--- src/rtl/btn_event_frontend.sv ---
// rtl/btn_event_frontend.sv - debounced 8-button front end with press-event FIFO
module btn_event_frontend #(
   parameter int DB_CYCLES  = 16,
   parameter int CNT_W      = 5,
   parameter int FIFO_DEPTH = 4
) (
   input  logic       clk,
   input  logic       rst,
   input  logic [7:0] btn,
   input  logic       enable,
   input  logic       ev_ready,
   input  logic       clear_overflow,
   output logic [7:0] btn_level,
   output logic [7:0] press_pulse,
   output logic       ev_valid,
   output logic [2:0] ev_idx,
   output logic [7:0] ev_stamp,
   output logic       ev_overflow
);

   localparam int PTR_W = $clog2(FIFO_DEPTH);
   localparam int CW    = PTR_W + 1;
   localparam logic [CNT_W-1:0] CNT_LAST = CNT_W'(DB_CYCLES - 1);

   logic [7:0]       sync1, btn_s;
   logic [CNT_W-1:0] cnt [8];
   logic [7:0]       toggle, rise;

   logic [7:0]       pending, push_mask, new_press, ovf_hit;
   logic [2:0]       push_idx;
   logic [7:0]       stamp;
   logic             fifo_full, push, pop;
   logic [CW-1:0]    count;
   logic [PTR_W-1:0] wr_ptr, rd_ptr;
   logic [2:0]       mem_idx   [FIFO_DEPTH];
   logic [7:0]       mem_stamp [FIFO_DEPTH];

   always_comb begin
      toggle = '0;
      for (int i = 0; i < 8; i++)
         toggle[i] = (btn_s[i] != btn_level[i]) && (cnt[i] == CNT_LAST);
      rise = toggle & ~btn_level;
   end

   always_ff @(posedge clk) begin
      if (rst) begin
         sync1       <= '0;
         btn_s       <= '0;
         btn_level   <= '0;
         press_pulse <= '0;
         for (int i = 0; i < 8; i++)
            cnt[i] <= '0;
      end else begin
         sync1       <= btn;
         btn_s       <= sync1;
         btn_level   <= btn_level ^ toggle;
         press_pulse <= rise;
         for (int i = 0; i < 8; i++) begin
            if (btn_s[i] == btn_level[i] || toggle[i])
               cnt[i] <= '0;
            else
               cnt[i] <= cnt[i] + CNT_W'(1);
         end
      end
   end

   // Lowest pending index wins; a pop in the same cycle frees the slot for a full FIFO.
   always_comb begin
      pop       = ev_valid && ev_ready;
      fifo_full = (count == CW'(FIFO_DEPTH));
      push      = (pending != 8'd0) && (!fifo_full || pop);
      push_idx  = 3'd0;
      for (int i = 7; i >= 0; i--)
         if (pending[i]) push_idx = 3'(i);
      push_mask = push ? (8'b1 << push_idx) : 8'b0;
      new_press = rise & {8{enable}};
      ovf_hit   = new_press & pending & ~push_mask;
   end

   always_ff @(posedge clk) begin
      if (rst) begin
         pending     <= '0;
         ev_overflow <= 1'b0;
         stamp       <= '0;
         wr_ptr      <= '0;
         rd_ptr      <= '0;
         count       <= '0;
      end else begin
         stamp   <= stamp + 8'd1;
         pending <= (pending & ~push_mask) | new_press;
         if (ovf_hit != 8'd0)
            ev_overflow <= 1'b1;
         else if (clear_overflow)
            ev_overflow <= 1'b0;
         if (push)
            wr_ptr <= wr_ptr + PTR_W'(1);
         if (pop)
            rd_ptr <= rd_ptr + PTR_W'(1);
         case ({push, pop})
            2'b10:   count <= count + CW'(1);
            2'b01:   count <= count - CW'(1);
            default: count <= count;
         endcase
      end
   end

   always_ff @(posedge clk) begin
      if (push) begin
         mem_idx[wr_ptr]   <= push_idx;
         mem_stamp[wr_ptr] <= stamp;
      end
   end

   assign ev_valid = (count != '0);
   assign ev_idx   = mem_idx[rd_ptr];
   assign ev_stamp = mem_stamp[rd_ptr];

endmodule

--- config.mk ---
export PLATFORM = sky130hd
export DESIGN_NAME = btn_event_frontend
export DESIGN_NICKNAME = d
export VERILOG_FILES = /design/src/rtl/btn_event_frontend.sv
export SDC_FILE = /design/constraint.sdc
export NUM_CORES = 1
export LEC_CHECK = 0
export ABC_AREA = 1
export CORE_MARGIN = 1.5
export CORE_UTILIZATION = 59
export DETAILED_ROUTE_END_ITERATION = 12
export PLACE_DENSITY_LB_ADDON = 0.3
export SYNTH_ARGS = -nofsm -noshare
export SYNTH_HDL_FRONTEND = slang
export SYNTH_SLANG_ARGS = --single-unit
export TNS_END_PERCENT = 50
--- constraint.sdc ---
create_clock -name clk -period 3.9 [get_ports clk]
set_input_delay 0.78 -clock clk [delete_from_list [all_inputs] [get_ports clk]]
set_output_delay 0.78 -clock clk [all_outputs]
set_load 0.02 [all_outputs]
==> metrics <==
Post-DRT Antenna Nets 0; PnR Total Power about 3.6 mW; max frequency around 0.31 GHz; Yosys reg bits roughly 140; Worst Setup End Kind primary output; Longest Clk Path Bufs 2; pwr dens around 500 nW/µm²; slowest library cell on the worst path clkdlybuf4s50_1; outcome complete, no violations; Buf/Inv on CP 3; Tmin final 3.22 ns; Mapped Cells just under 600; RSZ-0062 raised after global routing no; post-synthesis adder-cell area fraction 0.0478; R2R setup slack between 1.5 and 2 ns; WP data arrival 2.44 ns; largest net degree at the start of global routing 46; clock root buffer clkbuf_8; Critical Path RT about 3.1 ns; vias in the first global route around 3900; FILL cells 690; dpl cell area around 6600 µm²; Yosys cell types 33; final cell count without fillers 822; Worst path max stage delay around 0.64 ns; die height between 100 and 150 µm; DRC 0; worst skew pair latency about 0.52 ns; Slew headroom 0.385; initial antenna violation count 0; CTS-repair resized insts 0; final hold vios 0; worst hold slack roughly 0.4 ns; nets 711; HP Start sync1[6]$_SDFF_PP0_; Area growth, synth to finish 20.7%; utilization after layout 0.733; kind of critical path reg -> out; placed cells ~800; Worst-Margin Slew ~0.92 ns; total gr overflow 0; drt first-iter violations about 140; Final GP Congestion about 0.84; Crit Path Max Fanout 23; CTS H-tree lvls 4; Worst Slack Setup Final around 0.7 ns; Seq/Total Area, Yosys 0.623; Num Clock Sinks between 100 and 150; leakage power 2.83 nW; diode count 0; Worst Reg2Reg Path Length in Cells 9; xor and xnor fraction of the mapped netlist area 0.0195; max-cap violation count 0; Final Skew 0.0111 ns; core area between 9000 and 10000 µm²; Setup Fix Bufs, Post-CTS 0; Max Slew Vio Count 0; Worst Hold Path EP btn_s[6]$_SDFF_PP0_; DR vias about 4100; Critical Path, Cell by Cell buf_4 > inv_1 > o21ai_0 > o22ai_1 > clkdlybuf4s50_1; CTS tree built; die area 10600 µm²; CP top delay family buffers and inverters; io pins 42; worst hold path type reg -> reg; GRT Overall Usage 0.214; Initial Util 0.608; layout cell share with drive strength beyond 1 0.0639; num rows 36; first-pass GRT wire length 17400 µm; HPWL after DPL around 7000 µm; hold_buf cts 0; final worst-path cycle share 0.825; mux contribution to synthesized area 0; Startpoint Class flop; Mapped Area a little under 6000 µm²; RR Startpoint pending[0]$_SDFF_PP0_; Post-Synthesis Mean Instance Area approximately 10 µm²; Routed WL 10600 µm; Synth Area in Simple Gates 0.163; WHS Path Cells 2; Max VDD drop around 280 µV; post-DR vias/cell about 5.0; DR WL/cell roughly 13 µm; Final Setup Violations 0; TNS Setup 0 ns; Clock transition at path regs 0.06 ns; Synth Area in Compound Gates 0.0830; Placement Setup Slack slightly above 0.9 ns; die width approximately 100 µm; largest family of logic cells by synthesized area simple AND/OR/NAND/NOR gates; Finished Cell Area just over 7000 µm²; port bufs slightly above 40; DR pass1 iterations 5; CTS Buf Count 17; FF-to-FF End count[2]$_SDFFE_PP0P_; Synthesis Warnings 0
## sequential cells by signal, indices dropped and copies added, names as in the netlist, named ones only
register / count
cnt: 40
btn_s: 8
mem_idx: 12
pending: 8
wr_ptr: 2
mem_stamp: 32
rd_ptr: 2
press_pulse: 8
stamp: 8
sync1: 8
ev_overflow: 1
count: 3
## layout by cell type (no fill, tap or decap), drive strengths merged, types with 17 or more instances in the layout
cell and instances:
a21oi 37, clkbuf 17, clkdlybuf4s50 40, conb 40, dfxtp 58, edfxtp 84
ha 21, inv 90, nand2 61, nand3 25, nor2 112, o21ai 34
## metal layers
layer  track usage  share of wire  routed length [µm]  vias up
met5             0              0                   0        -
li1              -              -                   -     2094
met3        0.0563          0.038                 401       11
met1         0.253           0.44                4630     1944
met2         0.379           0.52                5450       75
met4        0.0728         0.0080                  85        0
## Yosys cell counts
library cell  instances  area [µm²]
nor2_2                1        6.26
nand4_1               2        12.5
nand2_4               2        22.5
buf_1                 4        15.0
dfxtp_1              58        1160
edfxtp_1             84        2520
a31oi_1               1        6.26
xor2_4                1        27.5
conb_1                1        3.75
clkbuf_1              6        22.5
nor4_1                1        6.26
a21oi_1              37         185
buf_2                 1        5.00
clkinv_1              1        3.75
buf_6                 1        11.3
xor2_1                9        78.8
nand2_1              59         221
nand3_1              25         125
ha_1                 21         263
fa_1                  1        20.0
nor2_4                2        22.5
clkbuf_2              1        5.00
o21bai_1              6        45.0
o21ai_1               3        15.0
nor2_1              109         409
o21ai_2               2        17.5
o211ai_1              1        7.51
nor3b_1               8        60.1
xnor2_1               1        8.76
o21ai_0              29         145
nor3_1               16        80.1
o22ai_1              11        68.8
inv_1                82         308
## worst reg2reg max path, cell delays in order, from the launching register on
cell and delay [ns]:
dfxtp_1 0.37, nor2_4 0.19, nand2_4 0.08, o21ai_2 0.49, nand2_1 0.20, fa_1 0.45
nand2_1 0.11, o21ai_2 0.06, o21ai_1 0.11, a21oi_1 0.06
## cell type report
class / count / area, µm² / area share
tap: 133 / 166 / 0.0233
clock buffer: 17 / 414 / 0.0581
timing repair buffer: 44 / 428 / 0.0600
clock inverter: 15 / 125 / 0.0175
sequential: 142 / 3680 / 0.516
multi-input combinational: 388 / 2000 / 0.281
inverter: 83 / 312 / 0.0437
## how the worst max path moves through the flow
stage	endpoint	slack, ns	cells past startpoint
2_1_floorplan	mem_idx[0][0]$_DFFE_PP_	1.85	5
3_3_place_gp	mem_stamp[2][2]$_DFFE_PP_	1.00	5
3_5_place_dp	mem_stamp[2][2]$_DFFE_PP_	0.93	5
4_1_cts	ev_stamp[7]	0.66	5
5_1_grt	ev_stamp[7]	0.55	5
6_report	ev_stamp[7]	0.68	5
## report_power, final
part	total, mW	internal, mW	switching, mW
combinational	0.466	0.184	0.282
clock	1.46	0.799	0.656
sequential	1.67	1.63	0.0374
total	3.59	2.62	0.976
## kinds of logic after synthesis
logic type,count (synthesis)
and+or+nand+nor,225
DFF,142
buffers and inverters,96
AOI/OAI and AO/OA,90
adders and majority gates,22
xor gates and xnor gates,11
other,1
No activity file was read; power rests on OpenSTA's default activity.
